`config.mk`:
```
export PLATFORM = sky130hd
export DESIGN_NAME = reservoir_pump_scheduler
export DESIGN_NICKNAME = d
export VERILOG_FILES = /design/src/rtl/reservoir_pkg.sv /design/src/rtl/sensor_debounce.sv /design/src/rtl/reservoir_pump_scheduler.sv
export SDC_FILE = /design/constraint.sdc
export NUM_CORES = 1
export LEC_CHECK = 0
export CORE_UTILIZATION = 55
export DETAILED_ROUTE_END_ITERATION = 7
export GPL_TIMING_DRIVEN = 0
export PLACE_DENSITY = 0.79
export SLEW_MARGIN = 20
export SYNTH_ARGS = -nofsm -noshare
export SYNTH_HDL_FRONTEND = slang
export SYNTH_SLANG_ARGS = --single-unit
```
`constraint.sdc`:
```
create_clock -name clk -period 4.9 [get_ports clk]
set_clock_uncertainty 0.2 [all_clocks]
set_input_delay 0.98 -clock clk [delete_from_list [all_inputs] [get_ports clk]]
set_output_delay 0.98 -clock clk [all_outputs]
set_load 0.05 [all_outputs]
```
`src/rtl/reservoir_pkg.sv`:
```
// reservoir_pkg: level codes, scheduler states and sensor-code validity check
package reservoir_pkg;
  localparam logic [2:0] LVL_EMPTY = 3'b000;
  localparam logic [2:0] LVL_LOW = 3'b001;
  localparam logic [2:0] LVL_MID = 3'b011;
  localparam logic [2:0] LVL_FULL = 3'b111;
  typedef enum logic [1:0] {IDLE, UP, STEADY, DOWN} state_t;
  function automatic logic is_valid_level(input logic [2:0] code);
    return code inside {LVL_EMPTY, LVL_LOW, LVL_MID, LVL_FULL};
  endfunction
endpackage

```
`src/rtl/sensor_debounce.sv`:
```
// sensor_debounce: accepts a sensor code after DEBOUNCE_CYC identical samples; flags invalid codes
module sensor_debounce
  import reservoir_pkg::*;
#(
  parameter int DEBOUNCE_CYC = 4
) (
  input  logic       clk,
  input  logic       reset,
  input  logic [2:0] s,
  output logic [2:0] lvl,
  output logic       fault,
  output logic       seen
);
  localparam int CW = $clog2(DEBOUNCE_CYC + 1);
  logic [2:0] prev;
  logic [CW-1:0] cnt, cnt_nxt;
  always_comb cnt_nxt = (s != prev) ? CW'(1) : (cnt == CW'(DEBOUNCE_CYC)) ? cnt : cnt + 1'b1;
  // seen gates demand until the first valid code is accepted, so reset lvl=000 cannot start pumps
  always_ff @(posedge clk) begin
    if (reset) begin
      prev <= '0;
      cnt <= '0;
      lvl <= '0;
      fault <= 1'b0;
      seen <= 1'b0;
    end else begin
      prev <= s;
      cnt <= cnt_nxt;
      if (cnt_nxt == CW'(DEBOUNCE_CYC)) begin
        if (is_valid_level(s)) begin
          lvl <= s;
          fault <= 1'b0;
          seen <= 1'b1;
        end else begin
          fault <= 1'b1;
        end
      end
    end
  end
endmodule

```
`src/rtl/reservoir_pump_scheduler.sv`:
```
// reservoir_pump_scheduler: staggers fill pumps on/off from debounced level demand
// with hold timing and lead-pump rotation for wear levelling
module reservoir_pump_scheduler
  import reservoir_pkg::*;
#(
  parameter int NUM_PUMPS = 3,
  parameter int DEBOUNCE_CYC = 4,
  parameter int STAGGER_CYC = 2,
  parameter int MIN_ON_CYC = 8
) (
  input  logic                         clk,
  input  logic                         reset,
  input  logic [2:0]                   s,
  output logic [NUM_PUMPS-1:0]         pump_en,
  output logic [$clog2(NUM_PUMPS+1)-1:0] run_cnt,
  output logic [$clog2(NUM_PUMPS)-1:0] lead,
  output logic                         busy,
  output logic                         fault
);
  localparam int RW = $clog2(NUM_PUMPS + 1);
  localparam int LW = $clog2(NUM_PUMPS);
  localparam int HMAX = (STAGGER_CYC > MIN_ON_CYC) ? STAGGER_CYC : MIN_ON_CYC;
  localparam int HW = $clog2(HMAX + 1);
  logic [2:0] lvl;
  logic seen, up_ok, dn_ok;
  logic [RW-1:0] demand, run_nxt;
  logic [HW-1:0] hold;
  logic [NUM_PUMPS-1:0] pe_nxt;
  state_t state, state_nxt;
  sensor_debounce #(.DEBOUNCE_CYC(DEBOUNCE_CYC)) u_debounce (
    .clk(clk), .reset(reset), .s(s), .lvl(lvl), .fault(fault), .seen(seen)
  );
  assign demand = seen ? RW'(3 - $countones(lvl)) : '0;
  // hold is cleared on the changing edge, so hold+1 is the number of edges since that change
  assign up_ok = (run_cnt < demand) && (int'(hold) + 1 >= STAGGER_CYC);
  assign dn_ok = (run_cnt > demand) && (int'(hold) + 1 >= MIN_ON_CYC);
  assign run_nxt = up_ok ? run_cnt + 1'b1 : dn_ok ? run_cnt - 1'b1 : run_cnt;
  assign state_nxt = (run_nxt == demand) ? ((run_nxt == '0) ? IDLE : STEADY) : (run_nxt < demand) ? UP : DOWN;
  assign busy = (state == UP) || (state == DOWN);
  // pump j is on when its distance from lead in start order is below the running count
  always_comb begin
    pe_nxt = '0;
    for (int j = 0; j < NUM_PUMPS; j++)
      pe_nxt[j] = ((j >= int'(lead)) ? j - int'(lead) : j + NUM_PUMPS - int'(lead)) < int'(run_nxt);
  end
  always_ff @(posedge clk) begin
    if (reset) begin
      pump_en <= '0;
      run_cnt <= '0;
      lead <= '0;
      hold <= HW'(HMAX);
      state <= IDLE;
    end else begin
      pump_en <= pe_nxt;
      run_cnt <= run_nxt;
      state <= state_nxt;
      hold <= (run_nxt != run_cnt) ? '0 : (hold == HW'(HMAX)) ? hold : hold + 1'b1;
      if (run_cnt != '0 && run_nxt == '0)
        lead <= (lead == LW'(NUM_PUMPS - 1)) ? '0 : lead + 1'b1;
    end
  end
endmodule

```
Word-level counts from Yosys, hierarchy flattened
Cells that the tools add are included.
{"block": "totals", "ff_bits": 24, "inputBits": 5, "output_inout_bits": 9, "elab_cells": 75}
{"block": "op_classes", "add_sub_neg": 15, "magnitude_cmp": 11, "n_eq_ne": 13, "muxes": 15, "reduce_logical": 10}
{"op": "< comparator 32 x 3 -> 1 bit", "count": 3}
{"op": "two-way mux 32 bit", "count": 3}
{"op": "greater-or-equal comparator 32 x 3 -> 1 bit, second input constant", "count": 1}
{"op": "two-way mux 2 bit", "count": 7}
{"op": "equality test 3 bit, second input constant", "count": 3}
{"op": "two-way mux 4 bit", "count": 2}
{"op": "subtractor 3 x 2 -> 4 bit, first input constant", "count": 2}
{"op": "two-way mux 3 bit", "count": 2}
{"op": "subtractor 1 x 2 -> 3 bit, first input constant", "count": 2}
{"op": "subtractor 2 x 2 -> 3 bit, first input constant", "count": 2}
{"op": "adder 4 x 1 -> 5 bit, second input constant", "count": 1}
{"op": "greater-or-equal comparator 5 x 4 -> 1 bit, second input constant", "count": 1}
{"op": "adder 2 x 1 -> 2 bit, second input constant", "count": 2}
{"op": "adder 4 x 1 -> 4 bit, second input constant", "count": 1}
{"op": "equality test 2 bit, second input constant", "count": 2}
{"op": "equality test 4 bit, second input constant", "count": 1}
{"op": "greater-or-equal comparator 1 x 2 -> 1 bit, first input constant", "count": 2}
{"op": "< comparator 2 bit", "count": 2}
{"op": "nonzero test 4 bit", "count": 1}
{"op": "adder 3 x 1 -> 3 bit, second input constant", "count": 1}
{"op": "equality test 3 x 1 -> 1 bit, second input constant", "count": 1}
{"op": "equality test 3 x 2 -> 1 bit, second input constant", "count": 1}
{"op": "logical AND 1 bit", "count": 3}
{"op": "logical NOT 3 bit", "count": 1}
{"op": "17 further kinds", "count": 17}

Logic depth before layout (Yosys ltp)
{"block": "depth", "depth_word": 11, "mapped_depth": 13, "ltp_nobuf": 12}

Modules after synthesis
From an unflattened synthesis, not the netlist that was laid out.
{"block": "hier_totals", "hier_cells": 153, "hier_area_um2": 1437.6}
{"module": "reservoir_pump_scheduler", "instances": 1, "cells_per_inst": 101, "area_per_inst_um2": 929.6, "seq_area_each_um2": 240.2}
{"module": "sensor_debounce", "instances": 1, "cells_per_inst": 52, "area_per_inst_um2": 508.0, "seq_area_each_um2": 220.2}

Worst setup path before layout
OpenSTA, ideal clock, no wires.
{"block": "synth_path", "path_type": "register -> register", "startpoint": "register u_debounce.lvl[1]", "endpoint": "register pump_en[2]", "setup_time_ns": 0.103, "t_arrival_ns": 2.661, "t_required_ns": 4.597, "path_slack_ns": 1.936, "path_stages_with_launch": 13, "n_path_buf": 1, "synth_period_minus_slack_ns": 2.964, "cell_sequence": "dfxtp_1 -> inv_1 -> fa_1 -> and2_1 -> ha_1 -> nand2_1 -> nor2_1 -> a2111o_1 -> and4_1 -> buf_6 -> ha_1 -> o21a_1 -> a2111oi_2"}
{"block": "synth_between", "elab_chain_len": 9, "elab_cells_between_ends": 11, "classes_between": "add/sub (3); order compare (3); mux (3); reduce/logical (2)"}
{"item": "start, declared", "line": "sensor_debounce.sv:10", "rtl": "output logic [2:0] lvl,"}
{"item": "start signal, assigned", "line": "sensor_debounce.sv:31", "rtl": "lvl <= s;"}
{"item": "adder 1 x 1 -> 2 bit (not written as such) *", "line": "reservoir_pump_scheduler.sv:33", "rtl": "assign demand = seen ? RW'(3 - $countones(lvl)) : '0;"}
{"item": "adder 2 x 1 -> 2 bit (not written as such) *", "line": "reservoir_pump_scheduler.sv:33"}
{"item": "subtractor 2 bit *", "line": "reservoir_pump_scheduler.sv:33"}
{"item": "two-way mux 2 bit *", "line": "reservoir_pump_scheduler.sv:33"}
{"item": "> comparator 2 bit", "line": "reservoir_pump_scheduler.sv:36", "rtl": "assign dn_ok = (run_cnt > demand) && (int'(hold) + 1 >= MIN_ON_CYC);"}
{"item": "logical AND 1 bit", "line": "reservoir_pump_scheduler.sv:36"}
{"item": "two-way mux 2 bit", "line": "reservoir_pump_scheduler.sv:37", "rtl": "assign run_nxt = up_ok ? run_cnt + 1'b1 : dn_ok ? run_cnt - 1'b1 : run_cnt;"}
{"item": "two-way mux 2 bit *", "line": "reservoir_pump_scheduler.sv:37"}
{"item": "< comparator 32 x 3 -> 1 bit *", "line": "reservoir_pump_scheduler.sv:44", "rtl": "pe_nxt[j] = ((j >= int'(lead)) ? j - int'(lead) : j + NUM_PUMPS - int'(lead)) < int'(run_nxt);"}
{"item": "end signal, assigned", "line": "reservoir_pump_scheduler.sv:54", "rtl": "pump_en <= pe_nxt;"}
{"item": "end, declared", "line": "reservoir_pump_scheduler.sv:14", "rtl": "output logic [NUM_PUMPS-1:0] pump_en,"}
Mark *: on every way between the ends. The rest lies on a longest branch, timed or not.
A chain may end at the register's enable or synchronous reset.

Worst setup path after layout
Ends and elaborated chain as after synthesis.

==> impl_results.md <==
- Synth warn: 0
- Critical Path Start Type: flop
- Hold endpoint: u_debounce.fault
- Residual overflow from global routing: 0
- CTS tree: built
- Post-route DRC: 0
- Fin nets: roughly 190
- # Max-Cap Violations: 0
- Mapped Cells: 151
- Peak Freq: 0.316 GHz
- Post-synthesis sequential area ratio: 33.2%
- Final Max Slew Viols: 0
- Drt wl/cell: 12.5 um
- Status: complete, no violations
- HP Class: flop to flop
- Antenna violations before repair: 0
- Post-CTS Setup Inserts: 0
- Area Overhead vs Synth: 13.8%
- Synthesized area per cell: ~9.2 um^2
- Die Span X: between 50 and 60 um
- Syn_nets: 176
- Worst Path Required: just under 5 ns
- Post-synth EDFFs: 0
- Worst reg2reg path depth: 11
- Hold Startpoint: u_debounce.fault
- FF-to-FF End: pump_en[2]
- Max VDD drop: 0.000391 V
- Initial DRC Count: 18
- Post-Route WL: ~2.4 mm
- Vias in the first global route: 1041
- R2r startpoint: u_debounce.lvl[1]
- Setup-failing EPs final: 0
- Area share of the largest cell type after synthesis: about a third
- IO Port Bufs: 13
- Core box area: about 2300 um^2
- FF-to-FF setup slack: about 1.7 ns
- CTS Buf Count: 3
- CP arrival: roughly 3.2 ns
- First-pass GRT wire length: 4.15 mm
- Power Total: 874 uW
- Drt pass-1 iters: 4
- RSZ-0062 raised after global routing: false
- Synth Flop Type: dfxtp_1
- Largest net degree at the start of global routing: 13
- TNS Setup: 0 ns
- DIE HEIGHT: approximately 52 um
- Num Clock Sinks: 23
- Hold-critical path depth: 2
- Endpoint type of the worst setup path: flop
- IO Pins: 14
- Depth of the CTS H-tree: 1
- Synth top area cells: dfxtp_1 (33%), ha_1 (17%), mux2i_1 (4.3%)
- Critical-path maximum fanout: 7
- CTS clk-pin slew, worst paths: roughly 0.13 ns
- Largest area contributor in the netlist: dfxtp_1
- Share of cells above drive strength 1: 7.74%
- Worst-case clock buffer depth: 2
- Seq cells post-synth: 23
- Ys async rst share: 0%
- Ant diodes: 0
- Final Cycle Share: 64.5%
- Post-DRT Antenna Nets: 0
- DR vias: between 1000 and 1500
- Slew HR: approximately 67%
- Final Critical Period: about 3.2 ns
- Final Wtd Congestion: 0.789
- Synth Cell Area: roughly 1400 um^2
- Post-CTS Resized: 0
- Total global routing track utilization: 20.6%
- # fillers: between 150 and 200
- Via density: around 5.4
- Synth unique cells: between 40 and 50
- CTS root buf: clkbuf_4
- Starting Density: about three fifths
- PwrDens: roughly 550 nW/um^2
- Worst slew pin tran: ~0.5 ns
- Num rows: 17
- Post-DP HPWL: a little under 2 mm
- Worst-Skew Late Latency: 0.31 ns
- CTS Hold Buffers Added: 0
- Leak Pwr: between 0.0006 and 0.0007 uW
- Die area: about 2700 um^2
- Setup CP Type: flop to flop
- Final Hold Violating Endpoints: 0
[routing by layer]
layer / part of all wire, % / routed length (um) / track usage (%) / vias up
met1: 47 / 1140 / 21.7 / 498
met5: 0 / 0 / 0 / -
met3: 2.4 / 60 / 5.51 / 4
met4: 0.73 / 18 / 4.39 / 0
li1: - / - / - / 549
met2: 50 / 1230 / 40.2 / 15
[cell type report]
cell class | instances | area, um^2 | share of cell area (%)
well taps | 28 | 35.0 | 2.22
inverters | 16 | 60.1 | 3.80
flip-flops and latches | 23 | 460 | 29.1
multi-input cells | 108 | 845 | 53.4
repair buffers | 13 | 130 | 8.23
plain buffers | 4 | 23.8 | 1.50
clock buffers | 4 | 26.3 | 1.66
[critical path: stages (launching register included)]
cell and delay [ns]:
dfxtp_1 0.35, inv_1 0.06, fa_1 0.45, and2_1 0.18, ha_1 0.30, a221oi_1 0.47
nand3b_1 0.16, and4_1 0.20, buf_6 0.12, ha_1 0.22, o21a_1 0.11, a2111oi_2 0.25
[layout by cell type, fill, tap and decap left out, types with 2 or more instances in the layout]
cell type and count:
or3_1 3, and2_1 3, clkbuf_1 2, ha_1 19, xnor2_1 6, or2_2 2
o211ai_1 2, dfxtp_1 23, a21oi_1 4, nor2_1 16, nor3_1 4, nor2b_1 4
and3_4 2, o21ai_0 2, clkdlybuf4s50_1 13, nand3b_1 3, clkbuf_4 3, mux2i_1 6
inv_1 16, o21a_1 3, nand2_1 9
[synth_stat cells, types with 2 or more instances]
cell type  number
and2_1          3
inv_1          16
o21ai_0         2
dfxtp_1        23
nor2b_1         4
o211ai_1        2
xnor2_1         6
nor2_1         16
mux2i_1         6
nand3b_1        3
and3_4          2
nor3_1          4
or3_1           3
or2_2           2
nand2_1         9
ha_1           19
o21a_1          3
a21oi_1         4
[per-stage QoR]
stage | instances | hold WS [ns] | util [%] | setup slack [ns] | area (um^2)
after floorplan | 151 | 0.254 | - | 1.94 | 1390
after global placement | 192 | 0.268 | 67.6 | 1.77 | 1550
final | 196 | 0.310 | 68.8 | 1.74 | 1580
after CTS | 196 | 0.313 | 68.8 | 1.70 | 1580
after global routing | 196 | 0.353 | 68.8 | 1.51 | 1580
after detailed placement | 192 | 0.285 | 67.6 | 1.74 | 1550
[flip-flops by register name (all words and copies together), names as in the netlist]
register,cells
u_debounce.fault,1
run_cnt,2
state,1
u_debounce.prev,3
u_debounce.cnt,3
pump_en,3
u_debounce.seen,1
u_debounce.lvl,3
lead,2
hold,4
[worst max-delay path by stage]
stage               slack (ns)  cells past startpoint    endpoint              start
CTS                       1.70                     11  pump_en[2]  u_debounce.lvl[1]
global route              1.51                     11  pump_en[2]  u_debounce.lvl[1]
floorplan                 1.94                     12  pump_en[2]  u_debounce.lvl[1]
detailed placement        1.74                     11  pump_en[2]  u_debounce.lvl[1]
finish                    1.74                     11  pump_en[2]  u_debounce.lvl[1]
global placement          1.77                     11  pump_en[2]  u_debounce.lvl[1]
[cells by family after synthesis]
group           Yosys count  share of synthesized area [%]
xor+xnor                  6                           3.78
buf+inv                  20                           6.04
compound gates           24                           14.1
flops                    23                           33.2
simple gates             52                           20.1
mux                       6                           4.32
fa+ha+maj                20                           18.6
[report_power, final]
group | internal (uW) | leakage [uW] | switching (uW) | total [uW]
Combinational | 235 | 0.000418 | 291 | 526
Sequential | 224 | 0.000189 | 36.3 | 260
Clock | 31.8 | 0.0000150 | 56.1 | 87.9
Note: power is estimated with default switching activity, not from simulation.
